## src/rtl/ifetch_pkg.sv

```systemverilog
// Shared types and defaults for the instruction fetch stage.
package ifetch_pkg;

    // Fetch FSM state encodings (2-bit).
    typedef enum logic [1:0] {
        IFS_IDLE = 2'b00,
        IFS_FILL = 2'b01,
        IFS_RUN  = 2'b10,
        IFS_HALT = 2'b11
    } ifs_t;

    // Default widths: PC/ROM address, instruction word, retired counter.
    localparam int DEF_PCW  = 8;
    localparam int DEF_IW   = 16;
    localparam int DEF_CNTW = 16;

    // Program counter control; clr has priority over inc.
    typedef struct packed {
        logic clr;
        logic inc;
    } pc_ctl_t;

endpackage

```

## src/rtl/ifetch_pcnt.sv

```systemverilog
// Program counter register with clear / increment / hold and a wrap flag.
module pcnt
    import ifetch_pkg::*;
#(
    parameter int PCW = DEF_PCW
) (
    input  logic           clk,
    input  logic           rst,
    input  pc_ctl_t        ctl,
    output logic [PCW-1:0] pc,
    output logic           wrap
);

    // wrap flags an increment that rolls the counter from all-ones back to 0.
    assign wrap = ctl.inc & ~ctl.clr & (&pc);

    // PC update: clear wins over increment, otherwise hold.
    always_ff @(posedge clk or posedge rst) begin
        if (rst) begin
            pc <= '0;
        end else if (ctl.clr) begin
            pc <= '0;
        end else if (ctl.inc) begin
            pc <= pc + 1'b1;
        end
    end

endmodule

```

## src/rtl/ifetch.sv

```systemverilog
// Instruction fetch stage: owns the PC, drives a 1-cycle-latency ROM,
// presents instructions to the decoder with a one-entry stall buffer,
// stops on decoder HALT, tracks PC wrap and counts retired instructions.
module ifetch
    import ifetch_pkg::*;
#(
    parameter int PCW  = DEF_PCW,
    parameter int IW   = DEF_IW,
    parameter int CNTW = DEF_CNTW
) (
    input  logic            clk,
    input  logic            rst,
    input  logic            start,
    input  logic            stall,
    input  logic            h,
    output logic [PCW-1:0]  imem_addr,
    input  logic [IW-1:0]   imem_rdata,
    output logic [IW-1:0]   o,
    output logic            o_valid,
    output logic [PCW-1:0]  pc_dec,
    output logic            halted,
    output logic            ovf,
    output logic [CNTW-1:0] icnt
);

    ifs_t           state;
    ifs_t           state_next;
    pc_ctl_t        pc_ctl;
    logic [PCW-1:0] pc;
    logic           pc_wrap;
    logic           enter_fill;
    logic           retire;
    logic           advance;
    logic           capture;
    logic           hold;
    logic [IW-1:0]  ir;

    // Saturating increment for the retired-instruction counter.
    function automatic logic [CNTW-1:0] sat_inc(input logic [CNTW-1:0] v);
        return (&v) ? v : v + 1'b1;
    endfunction

    pcnt #(
        .PCW (PCW)
    ) u_pcnt (
        .clk  (clk),
        .rst  (rst),
        .ctl  (pc_ctl),
        .pc   (pc),
        .wrap (pc_wrap)
    );

    assign halted = (state == IFS_HALT);

    // Next-state logic plus per-state ROM address, decoder outputs and PC control.
    always_comb begin
        state_next = state;
        pc_ctl     = '0;
        enter_fill = 1'b0;
        retire     = 1'b0;
        advance    = 1'b0;
        capture    = 1'b0;
        imem_addr  = pc;
        o_valid    = 1'b0;
        o          = '0;
        unique case (state)
            IFS_IDLE, IFS_HALT: begin
                if (start) begin
                    state_next = IFS_FILL;
                    enter_fill = 1'b1;
                    pc_ctl.clr = 1'b1;
                end
            end
            IFS_FILL: begin
                // ROM is reading address 0 this cycle; PC moves on to 1.
                imem_addr  = '0;
                pc_ctl.inc = 1'b1;
                state_next = IFS_RUN;
            end
            IFS_RUN: begin
                o_valid = 1'b1;
                o       = hold ? ir : imem_rdata;
                if (!stall) begin
                    // A stalled HALT waits; it only takes effect when it retires.
                    retire = 1'b1;
                    if (h) begin
                        state_next = IFS_HALT;
                    end else begin
                        advance    = 1'b1;
                        pc_ctl.inc = 1'b1;
                    end
                end else begin
                    // ROM output moves on during a stall, so park it on the first stall cycle.
                    capture = ~hold;
                end
            end
            default: state_next = IFS_IDLE;
        endcase
    end

    // FSM state register.
    always_ff @(posedge clk or posedge rst) begin
        if (rst) begin
            state <= IFS_IDLE;
        end else begin
            state <= state_next;
        end
    end

    // Stall skid buffer: holds the presented word while the ROM output moves on.
    always_ff @(posedge clk or posedge rst) begin
        if (rst) begin
            hold <= 1'b0;
            ir   <= '0;
        end else if (enter_fill) begin
            hold <= 1'b0;
        end else if (capture) begin
            ir   <= imem_rdata;
            hold <= 1'b1;
        end else if (retire) begin
            hold <= 1'b0;
        end
    end

    // Address of the instruction on o follows the PC one step behind.
    always_ff @(posedge clk or posedge rst) begin
        if (rst) begin
            pc_dec <= '0;
        end else if (enter_fill) begin
            pc_dec <= '0;
        end else if (advance) begin
            pc_dec <= pc;
        end
    end

    // Sticky wrap flag, cleared on each start.
    always_ff @(posedge clk or posedge rst) begin
        if (rst) begin
            ovf <= 1'b0;
        end else if (enter_fill) begin
            ovf <= 1'b0;
        end else if (advance && pc_wrap) begin
            ovf <= 1'b1;
        end
    end

    // Retired-instruction counter, saturating; a retiring HALT is counted.
    always_ff @(posedge clk or posedge rst) begin
        if (rst) begin
            icnt <= '0;
        end else if (enter_fill) begin
            icnt <= '0;
        end else if (retire) begin
            icnt <= sat_inc(icnt);
        end
    end

endmodule
```

## config.mk

```make
export PLATFORM = sky130hd
export DESIGN_NAME = ifetch
export DESIGN_NICKNAME = d
export VERILOG_FILES = /design/src/rtl/ifetch_pkg.sv /design/src/rtl/ifetch_pcnt.sv /design/src/rtl/ifetch.sv
export SDC_FILE = /design/constraint.sdc
export NUM_CORES = 1
export LEC_CHECK = 0
export ABC_AREA = 1
export BUFFER_PORTS_ARGS = -buffer_cell sky130_fd_sc_hd__buf_2
export CAP_MARGIN = 20
export CORE_MARGIN = 3
export CORE_UTILIZATION = 25
export CTS_CLUSTER_DIAMETER = 50
export DETAILED_ROUTE_END_ITERATION = 8
export GPL_ROUTABILITY_DRIVEN = 0
export SLEW_MARGIN = 10
export SYNTH_ARGS = -nofsm -noshare
export SYNTH_HDL_FRONTEND = slang
export SYNTH_HIERARCHICAL = 1
export SYNTH_SLANG_ARGS = --single-unit
```

## constraint.sdc

```tcl
create_clock -name clk -period 2.4 [get_ports clk]
set_input_delay 0.24 -clock clk [delete_from_list [all_inputs] [get_ports clk]]
set_output_delay 0.24 -clock clk [all_outputs]
set_load 0.01 [all_outputs]
```

### Yosys cells after proc, flatten, opt, wreduce, memory -nomap -nowiden

Index checks and enable logic that the tools add are counted.

* register bits after elaboration: 52
* logic and storage cells: 63
* input bits: 21
* output and inout bits: 51
* ROM bits: 0
* memories: 0
* bits in latches: 0
* memory bits (writable): 0

* equal/unequal tests: 7
* shifts and indexed selects: 0
* div/mod/pow operators: 0
* reduce and logical (&&, ||, !) cells: 13
* $add $sub $neg: 2
* muxes and demuxes: 30
* multiply operators: 0
* $lt $le $gt $ge: 0
* bitwise gates (word level): 4

Operators by type and width (number)
* $mux 16: 5
* $mux 8: 5
* $add 16x1->16 const B: 1
* $reduce_and 16->1: 1
* $mux 1: 15
* $add 8x1->8 const B: 1
* $ne 2x2->1 const B: 4
* $reduce_and 8->1: 1
* $reduce_bool 2->1: 4
* $mux 2: 3
* $pmux 2 s3: 1
* $eq 2x2->1 const B: 2
* $reduce_and 2->1: 2
* $reduce_and 3->1: 1
* $reduce_bool 3->1: 1
* $and 1x1->1: 2
* $eq 2x1->1 const B: 1
* $logic_not 2->1: 1
* $not 1->1: 2
* $pmux 1 s2: 1
* $reduce_or 2->1: 1
* $logic_and 1x1->1: 1

### Longest topological paths before layout

* depth in word-level cells: 9
* mapped depth: 11
* mapped depth without buffers: 10

### By module

Netlist, hierarchy kept.

Modules (own cells, without submodules)
* ifetch: times used 1, cells an instance 332, area an instance 2473.6 µm²
* pcnt: times used 1, cells an instance 62, area an instance 436.7 µm²

### Least setup slack after synthesis

OpenSTA, ideal clock, no wires.

* kind: register -> register
* from: register state[0]
* to: register ovf
* buffers on the path: 1
* stages on the path, launching flop included: 10
* setup slack: 0.232 ns
* setup time: 0.084 ns
* period minus slack after synthesis: 2.168 ns
* arrival: 2.083 ns
* path through: dfrtp_1 > inv_1 > ha_1 > clkbuf_1 > nand2_1 > a21oi_1 > inv_1 > nor4_1 > inv_1 > o21ai_0

RTL lines
* start, declared: line ifetch.sv:26 `ifs_t state;`
* start signal, assigned: line ifetch.sv:106 `state <= state_next;`
* end signal, assigned: line ifetch.sv:139 `ovf <= 1'b0;`
* end signal, assigned: line ifetch.sv:141 `ovf <= 1'b0;`
* end signal, assigned: line ifetch.sv:143 `ovf <= 1'b1;`
* end, declared: line ifetch.sv:22 `output logic ovf,`

==> impl_metrics.py <==
metrics = {
    "run_status": {
        "outcome": "finished clean",
    },
    "clock_tree": {
        "cts_setup_buffers": 0,
        "cts_max_path_buffers": 2,
        "path_clk_slew_ns": 0.07,
        "h-tree-depth": 2,
        "root_buffer": "clkbuf_16",
        "cts_tree": "built",
        "cts.sinks": 52,
        "clkLatencyLatePin_ns": 0.29,
        "cts_buffers": 5,
    },
    "synth": {
        "synth_area_leader_cell": "dfrtp_1",
        "ys_ff_latch": 52,
        "synth_area_um2": 2910,
        "ys.warnings.count": 6,
        "synth_top_area_share_pct": 44.7,
        "syn_inst": 394,
        "syn-mean-instance-area_um2": 7.39,
        "ys_seq_area_share_pct": 44.7,
        "synth.area.top_cells": "dfrtp_1 (45%), nand2_1 (12%), o21ai_0 (8.9%), inv_1 (7.4%), nand3_1 (5.0%)",
        "ys_types": 31,
        "synth_nets": 421,
    },
    "critical_path": {
        "reg2reg_slack_ns": 0.42,
        "slowest_stage": "dfrtp_1",
        "cp_common_cell": "nand2_1",
        "required_ns": 2.58,
        "r2r-start": "state[0]$_DFFE_PP0P_",
        "crit_chain": "inv_1 -> ha_1 -> nand2_1 -> a21oi_1 -> buf_4 -> nand2_1 -> nor2_1 -> nand3_1 -> nand2_1 -> nor2_1",
        "cp.arrival_ns": 2.16,
        "crit_start": "state[0]$_DFFE_PP0P_",
        "startpoint_type": "register",
        "cp_max_fo": 9,
        "path_class": "reg2reg",
        "max_stage_delay_ns": 0.43,
        "regToRegEndpoint": "u_pcnt/pc[6]$_DFFE_PP0P_",
        "end_kind": "register",
        "critical_path.endpoint": "u_pcnt/pc[6]$_DFFE_PP0P_",
        "r2r_cells": 10,
    },
    "sta": {
        "fin_skew_ns": 0.00451,
        "setup_viol": 0,
        "drv_slew": 0,
        "finalCritPeriodShare_pct": 82.3,
        "hold_viol_final": 0,
        "fmax_mhz": 506,
        "worst_pin_slew_ns": 0.466,
        "rsz0062_at_grt": "false",
        "period_needed_ns": 1.98,
        "relSlewSlack_pct": 68.7,
        "finalSetupTns_ns": 0,
    },
    "floorplanning": {
        "ios": 72,
        "initial_utilization_pct": 26.2,
        "die_y_um": 114,
        "chipWidth_um": 114,
        "coreArea_um2": 11100,
        "rows": 38,
        "die-area_um2": 13000,
    },
    "global_route": {
        "grtUsageTotal_pct": 11.4,
        "grt_antenna_before_repair": 1,
        "grt_max_degree": 33,
        "grt_pass1_vias": 2572,
        "gr-total-overflow": 0,
        "grt_pass1_wl_um": 12100,
    },
    "route": {
        "vias_per_cell": 4.53,
        "dr.pass1.iters": 5,
        "postRouteAntennaNets": 0,
        "vias": 2761,
        "drc": 0,
        "routed_wl_um": 7380,
        "wl_per_cell_um": 12.1,
        "drtIter0Drc": 137,
    },
    "cells_and_area": {
        "drive_above_1_share_pct": 21.9,
        "syn_to_final_growth_pct": 24.2,
        "antenna_cells": 0,
        "final_area_um2": 3610,
        "fin_nets": 496,
    },
    "hold_path": {
        "hold_class": "in2reg",
    },
    "pwr": {
        "peakVddDrop_mv": 0.292,
        "power_density_nw_per_um2": 923,
        "leakage_nw": 1.88,
    },
    "placed_design": {
        "dpl.hpwl_um": 5480,
        "portBuffers": 71,
        "dpl_cell_area_um2": 3440,
    },
    "flow_run": {
        "drv_cap": 0,
    },
}
## layer usage
| layer | wire [µm] | share of wire (%) | global-route usage (%) |
|---|---|---|---|
| met5 | 13 | 0.18 | 0 |
| met4 | 47 | 0.64 | 2.69 |
| met3 | 391 | 5.3 | 2.55 |
| met2 | 3640 | 49 | 20.1 |
| met1 | 3290 | 45 | 14.1 |
## flip-flops by register name, summed over array words and instances, names as in the netlist
name       flops
hold           1
ovf            1
pc_dec         8
ir            16
state          2
icnt          16
u_pcnt/pc      8
## layout by cell type (no fill, tap or decap), drive strengths merged, types with 2 or more instances in the layout
| cell type | n |
|---|---|
| nand4 | 7 |
| clkinv | 2 |
| a21oi | 20 |
| inv | 58 |
| nor3 | 3 |
| or2 | 2 |
| clkbuf | 6 |
| nor2 | 35 |
| o21ai | 60 |
| nand2 | 101 |
| nand3 | 30 |
| xor2 | 2 |
| buf | 79 |
| ha | 6 |
| dfrtp | 52 |
## cell usage after synthesis
cell	instances
o221ai_1	1
nor4_1	1
nor2_1	31
inv_1	57
nand4_1	7
inv_2	1
xnor2_1	1
buf_1	1
o21ai_2	2
nor2_2	2
nand2_2	4
or2_2	2
o21ai_0	52
nor3_1	2
dfrtp_1	52
nand2_4	1
o21bai_1	1
xor2_1	2
nand2_1	96
nand3b_1	1
clkbuf_1	9
nand3_1	29
buf_6	2
o21ai_1	6
nand3_2	1
nor2_4	1
nor2_8	1
a21oi_1	20
nor3_2	1
ha_1	6
clkinv_1	1
## cell families after synthesis
family / after synthesis / synth area share, %
AND/OR/NAND/NOR: 180 / 27.6
AO/OA/AOI/OAI: 82 / 14.6
flip-flops: 52 / 44.7
adder cells (fa/ha/maj): 6 / 2.58
buffers and inverters: 71 / 9.67
XOR/XNOR: 3 / 0.903
## worst min path at each step
stage	start	to	slack [ns]	depth (start not counted)
global placement	rst	pc_dec[1]$_DFFE_PP0P_	0.19	2
global route	imem_rdata[7]	ir[7]$_DFFE_PP0P_	0.23	3
detailed placement	rst	pc_dec[1]$_DFFE_PP0P_	0.20	2
finish	imem_rdata[7]	ir[7]$_DFFE_PP0P_	0.23	3
floorplan	rst	u_pcnt/pc[0]$_DFFE_PP0P_	0.06	1
CTS	imem_rdata[14]	ir[14]$_DFFE_PP0P_	0.21	3
## where the power goes
group          total [mW]  leakage, nW  switching (mW)  internal [mW]
Sequential           1.22        0.695           0.151           1.07
Clock               0.802       0.0808           0.311          0.491
Combinational        1.31         1.11           0.869          0.441
## final cells by class
class                           count  area, µm²
Clock buffer                        6        129
Clock inverter                      2       35.0
Fill cell                        1232       7510
Inverter                           59        221
Multi-Input combinational cell    271       1330
Sequential cell                    52       1300
Tap cell                          140        175
Timing Repair Buffer               80        425
## metrics by stage
stage               util (%)  power, mW  cells  hold WS, ns  worst slack (ns)
floorplan                  -       2.12    394       0.0557             0.232
global placement        30.9       2.52    601        0.192             0.471
detailed placement      30.9       2.56    601        0.202             0.414
CTS                     32.5       3.39    610        0.214             0.409
global route            32.5       3.60    610        0.226             0.194
finish                  32.5       3.33    610        0.229             0.425
## worst max-delay path: cells and delay by family, from the launching register on
| family | cells | cell delay, ns |
|---|---|---|
| AO/OA/AOI/OAI | 1 | 0.24 |
| adder cells (fa/ha/maj) | 1 | 0.24 |
| buffers and inverters | 2 | 0.25 |
| AND/OR/NAND/NOR | 6 | 0.72 |
| flip-flops | 1 | 0.43 |
## repair_timing
| item | 4_1_cts | 5_1_grt |
|---|---|---|
| gates resized for setup | 0 | 0 |
| hold buffers | 1 | 0 |
| endpoints found under the hold margin | 17 | 0 |
Note: power is estimated with default switching activity, not from simulation.
